### src/rtl/ecc_ram_zeroize_pkg.sv
// rtl/ecc_ram_zeroize_pkg.sv - shared types and helpers for the ECC RAM zeroize sequencer
package ecc_ram_zeroize_pkg;

  typedef enum logic [1:0] {
    IDLE  = 2'd0,
    CLEAR = 2'd1,
    DONE  = 2'd2
  } state_e;

  // One sweep cycle clears an even/odd address pair.
  function automatic int unsigned sweep_len(input int unsigned addr_width);
    return 32'd1 << (addr_width - 1);
  endfunction

endpackage

### src/rtl/ecc_ram_zeroize_seq.sv
// rtl/ecc_ram_zeroize_seq.sv - zeroize sweep controller muxed in front of the ECC TDP data RAM
module ecc_ram_zeroize_seq
  import ecc_ram_zeroize_pkg::*;
#(
  parameter int ADDR_WIDTH = 10,
  parameter int DATA_WIDTH = 32
) (
  input  logic                  clk,
  input  logic                  rst,
  input  logic                  zeroize,
  input  logic                  cli_ena,
  input  logic                  cli_wea,
  input  logic [ADDR_WIDTH-1:0] cli_addra,
  input  logic [DATA_WIDTH-1:0] cli_dina,
  input  logic                  cli_enb,
  input  logic                  cli_web,
  input  logic [ADDR_WIDTH-1:0] cli_addrb,
  input  logic [DATA_WIDTH-1:0] cli_dinb,
  output logic                  ram_ena,
  output logic                  ram_wea,
  output logic [ADDR_WIDTH-1:0] ram_addra,
  output logic [DATA_WIDTH-1:0] ram_dina,
  output logic                  ram_enb,
  output logic                  ram_web,
  output logic [ADDR_WIDTH-1:0] ram_addrb,
  output logic [DATA_WIDTH-1:0] ram_dinb,
  output logic                  busy,
  output logic                  done
);

  localparam int CW = ADDR_WIDTH - 1;
  localparam logic [CW-1:0] CNT_LAST = CW'(sweep_len(ADDR_WIDTH) - 1);

  state_e        state_q, state_d;
  logic [CW-1:0] cnt_q, cnt_d;

  always_ff @(posedge clk or posedge rst) begin
    if (rst) begin
      state_q <= IDLE;
      cnt_q   <= '0;
    end else begin
      state_q <= state_d;
      cnt_q   <= cnt_d;
    end
  end

  always_comb begin
    state_d   = state_q;
    cnt_d     = cnt_q;
    ram_ena   = 1'b0;
    ram_wea   = 1'b0;
    ram_addra = '0;
    ram_dina  = '0;
    ram_enb   = 1'b0;
    ram_web   = 1'b0;
    ram_addrb = '0;
    ram_dinb  = '0;
    busy      = 1'b0;
    done      = 1'b0;

    case (state_q)
      IDLE: begin
        ram_ena   = cli_ena;
        ram_wea   = cli_wea;
        ram_addra = cli_addra;
        ram_dina  = cli_dina;
        ram_enb   = cli_enb;
        ram_web   = cli_web;
        ram_addrb = cli_addrb;
        ram_dinb  = cli_dinb;
      end
      CLEAR: begin
        // Port A takes the even word, port B the odd word of each pair.
        ram_ena   = 1'b1;
        ram_wea   = 1'b1;
        ram_addra = {cnt_q, 1'b0};
        ram_enb   = 1'b1;
        ram_web   = 1'b1;
        ram_addrb = {cnt_q, 1'b1};
        busy      = 1'b1;
        cnt_d     = cnt_q + CW'(1);
        if (cnt_q == CNT_LAST) begin
          state_d = DONE;
        end
      end
      DONE: begin
        busy    = 1'b1;
        done    = 1'b1;
        cnt_d   = '0;
        state_d = IDLE;
      end
      default: begin
        state_d = IDLE;
        cnt_d   = '0;
      end
    endcase

    // A fresh request always (re)starts the sweep from the bottom.
    if (zeroize) begin
      state_d = CLEAR;
      cnt_d   = '0;
    end
  end

endmodule

### config.mk
export PLATFORM = sky130hd
export DESIGN_NAME = ecc_ram_zeroize_seq
export DESIGN_NICKNAME = d
export VERILOG_FILES = /design/src/rtl/ecc_ram_zeroize_pkg.sv /design/src/rtl/ecc_ram_zeroize_seq.sv
export SDC_FILE = /design/constraint.sdc
export NUM_CORES = 1
export LEC_CHECK = 0
export ABC_AREA = 1
export CORE_ASPECT_RATIO = 1.25
export CORE_MARGIN = 3
export CORE_UTILIZATION = 28
export CTS_CLUSTER_SIZE = 30
export DETAILED_ROUTE_END_ITERATION = 6
export PLACE_DENSITY_LB_ADDON = 0.08
export SLEW_MARGIN = 0
export SYNTH_ARGS = -nofsm -noshare
export SYNTH_HDL_FRONTEND = slang
export SYNTH_SLANG_ARGS = --single-unit
### constraint.sdc
create_clock -name clk -period 2.2 [get_ports clk]
set_input_delay 0.55 -clock clk [delete_from_list [all_inputs] [get_ports clk]]
set_output_delay 0.55 -clock clk [all_outputs]
set_load 0.05 [all_outputs]
After elaboration in Yosys (flattened, before gate mapping)
Index checks and enable logic that the tools add are counted.
Widths: inputs -> output; s select.
{ "op_classes": {"eq_ne": 5, "reduce_logical": 3, "bitwise": 0, "div": 0, "mux": 15, "n_lt_le_gt_ge": 0, "multipliers": 0, "n_addsub": 1, "shifts": 0} }
{ "ops": {"columns": ["op", "count"], "rows": [
  ["$mux 32", 2],
  ["$pmux 10 s2", 2],
  ["$pmux 9 s2", 1],
  ["$add 9x1->9 const B", 1],
  ["$eq 9x9->1 const B", 1],
  ["$mux 9", 1],
  ["$pmux 1 s2", 4],
  ["$mux 2", 2],
  ["$pmux 2 s2", 1],
  ["$ne 3x3->1 const B", 1],
  ["$eq 2x1->1 const B", 1],
  ["$eq 2x2->1 const B", 1],
  ["$logic_not 2->1", 1],
  ["$mux 1", 2],
  ["$ne 2x2->1 const B", 1],
  ["$reduce_and 2->1", 1],
  ["$reduce_or 2->1", 1]
]} }
{ "word_totals": {"romBits": 0, "output_inout_bits": 90, "regBits": 11, "word_cells": 26, "input_bits": 91, "latchBits": 0, "ram_bits": 0, "memories": 0} }

Depth between registers and ports, before layout
{ "depth": {"depth_word": 4, "depth_mapped": 9, "mapped_depth_nobuf": 8} }

Worst setup path before layout
OpenSTA, ideal clock, no wires.
{ "synth_path": {"path_type": "reg-to-output", "startpoint": "register state_q[1]", "endpoint": "output ram_addra[7]", "path_buffers": 1, "required_ns": 1.650, "path_slack_ns": -0.294, "path_stages_with_launch": 6, "arrival_ns": 1.944, "path_cell_list": "dfrtp_1 -> inv_1 -> ha_1 -> inv_1 -> clkbuf_1 -> o21ai_0"} }
{ "synth_via": {"elab_chain_len": 2} }
{ "synth_rtl": {"columns": ["element", "line", "text"], "rows": [
  ["from (decl)", "ecc_ram_zeroize_seq.sv:34", "state_e state_q, state_d;"],
  ["from (signal assigned)", "ecc_ram_zeroize_seq.sv:42", "state_q <= state_d;"],
  ["$eq 2x1->1 or $logic_not 2->1 (tied branches)", "ecc_ram_zeroize_seq.sv:61", "case (state_q)"],
  ["$pmux 10 s2 *", "ecc_ram_zeroize_seq.sv:61", null],
  ["to (decl)", "ecc_ram_zeroize_seq.sv:21", "output logic [ADDR_WIDTH-1:0] ram_addra,"]
]} }
Mark *: on every way between the ends. The rest lies on a longest branch, timed or not.

Final worst setup path
{ "layout_path": {"startpoint": "register state_q[0]", "endpoint": "output ram_addrb[5]"} }
{ "layout_via": {"elab_chain_len": 2} }
{ "layout_rtl": {"columns": ["element", "line", "text"], "rows": [
  ["$eq 2x1->1 or $logic_not 2->1 (tied branches)", "ecc_ram_zeroize_seq.sv:61", null],
  ["$pmux 10 s2 *", "ecc_ram_zeroize_seq.sv:61", null],
  ["to (decl)", "ecc_ram_zeroize_seq.sv:25", "output logic [ADDR_WIDTH-1:0] ram_addrb,"]
]} }
Marked as above.

==> impl_metrics.toml <==
[status]
status = "completed"

[pwr]
peakVddDrop_v = 0.000449
power.density_nw_per_um2 = 419
leakage_nw = 2.28
finalPower_mw = 1.79

[routing]
avgViaCountPerCell = 4.68
ant_nets = 0
drt_iter0_markers = 86
drc = 0
vias = 2368
wirelength_mm = 9.20
avgRoutedWirePerCell_um = 18.2
first_pass_iters = 4

[grt]
grt_usage_pct = 29.9
gr-total-overflow = 0
grt_pass1_wl_mm = 12.9
grt_pass1_vias = 2414
grt_antenna_before_repair = 0
grt_max_degree = 53

[placement]
hpwl_mm = 7.57
routabilityCongestion = 0.804
io_buffers = 180

[finish]
syn_to_final_growth_pct = 208
drive_above_1_share_pct = 26.2
fillers = 221
nNetsFinal = 543
diodes = 0
final_cell_mix = "105 x nand2_1, 91 x buf_12, 90 x clkdlybuf4s50_1"
final_common_cell = "nand2_1"

[floorplan]
die_h_um = 84.7
rows = 28
die_w_um = 68.9
core_area_um2 = 4760
initial_core_util_pct = 29.1
dieArea_um2 = 5840
io_pins = 181

[timing]
fin_crit_sh_pct = 98.4
relSlewSlack_pct = 71.7
timing.setup.tns_ns = 0
clock_skew_ns = 0.00369
fmax_mhz = 462
hold_slack_ns = 0.569
worstMarginPinSlew_ns = 0.424
fin_crit_ns = 2.16
rsz0062_at_grt = "true"
slew_violations = 0
setup_viol = 0
hold_viol = 0

[cts]
cts_tree = "built"
cts_sinks = 11
clock_path_buffers = 2
numCtsBuffers = 3
path_clk_slew_ns = 0.05
cts_max_level = 1
cts_setup_buffers = 0
hold_buffers = 0
root_buffer = "clkbuf_8"
clock_latency_ns = 0.24

[critical_path]
crit_fanout = 26
arrival_ns = 1.61
cp-end-kind = "output pin"
path_class = "register to output pin"
ff2ff_path_depth = 7
cp-startpoint = "state_q[0]$_DFFE_PP0P_"
crit_path_end = "ram_addrb[5]"
cp-start-kind = "register"
r2r_end = "state_q[1]$_DFFE_PP0P_"
r2r_start = "cnt_q[0]$_DFFE_PP0P_"
rrSetupSlack_ns = 0.40
required_ns = 1.65

[yosys]
synth_cells = 269
synth_area_um2 = 1390
synth_area_per_cell_um2 = 5.15
synth_nets = 365
synth_cell_types = 21
synth_seq_cells = 11
seq_area_frac_synth_pct = 19.9
yosysWarnings = 0

[min_path]
hp-class = "register to register"

[job]
cap_violations = 0
## synth_stat cells (all sizes together)
library cell | number | share of area [%]
dfrtp | 11 | 20
ha | 5 | 4.5
clkbuf | 2 | 0.54
nand3 | 6 | 2.2
nand2 | 108 | 30
nor3 | 1 | 0.36
a21oi | 5 | 1.8
nor2 | 9 | 3.2
o22ai | 1 | 0.45
nor4 | 1 | 0.45
o21ai | 25 | 9.0
inv | 84 | 23
buf | 10 | 4.3
nand4 | 1 | 0.45
## power breakdown
group	switching [mW]	internal (mW)	total [mW]
Sequential	0.00583	0.208	0.214
Combinational	0.722	0.646	1.37
Clock	0.0809	0.128	0.209
## repair_timing
item / CTS / global route
endpoints found under the setup margin: 5 / 49
gates cloned: 0 / 1
resized for setup: 5 / 27
## layer usage
metal / track usage [%] / routed length [um] / vias up
met5: 0 / 0 / -
met4: 14.5 / 386 / 0
met2: 52.2 / 4760 / 146
li1: - / - / 1115
met1: 30.9 / 3000 / 1074
met3: 9.77 / 1050 / 33
## worst max-delay path, cell delays in order (launching register included)
cell and delay (ns):
dfrtp_1 0.38, inv_1 0.14, ha_4 0.23, buf_12 0.19, nand2_1 0.10, o21ai_1 0.15, buf_12 0.18
## logic make-up (layout without fill, tap and decap cells)
logic type	Yosys count	in the layout	synth area share, %
simple gates	126	126	36.7
fa+ha+maj	5	5	4.51
compound gates	31	31	11.3
buf+inv	96	273	27.6
flops	11	11	19.9
## worst min path at each step
| stage | start | end | slack (ns) | depth (start not counted) |
|---|---|---|---|---|
| after floorplan | rst | cnt_q[0]$_DFFE_PP0P_ | 0.40 | 1 |
| after detailed placement | cnt_q[7]$_DFFE_PP0P_ | cnt_q[7]$_DFFE_PP0P_ | 0.53 | 2 |
| after global routing | cnt_q[7]$_DFFE_PP0P_ | cnt_q[7]$_DFFE_PP0P_ | 0.61 | 2 |
| after CTS | cnt_q[7]$_DFFE_PP0P_ | cnt_q[7]$_DFFE_PP0P_ | 0.57 | 2 |
| final | cnt_q[7]$_DFFE_PP0P_ | cnt_q[7]$_DFFE_PP0P_ | 0.57 | 2 |
| after global placement | cnt_q[7]$_DFFE_PP0P_ | cnt_q[7]$_DFFE_PP0P_ | 0.52 | 2 |
## flip-flops by register name, summed over array words and instances (netlist names)
register	cells
cnt_q	9
state_q	2
## area by class of cell
type / count / area (um2) / area share [%]
inverters: 84 / 315 / 7.38
multi-input cells: 162 / 782 / 18.3
repair buffers: 185 / 2780 / 65.1
well taps: 60 / 75.1 / 1.76
clock buffers: 4 / 45.0 / 1.05
flip-flops and latches: 11 / 275 / 6.44
## per-stage QoR
| stage | instances | setup slack, ns | instance area, um2 | utilization [%] |
|---|---|---|---|---|
| global placement | 501 | 0.226 | 4140 | 86.9 |
| global route | 506 | -0.0330 | 4270 | 89.7 |
| floorplan | 269 | -0.294 | 1390 | - |
| CTS | 505 | -0.0203 | 4190 | 87.9 |
| detailed placement | 501 | 0.212 | 4140 | 86.9 |
| finish | 506 | 0.0353 | 4270 | 89.7 |
No activity file was read; power rests on OpenSTA's default activity.
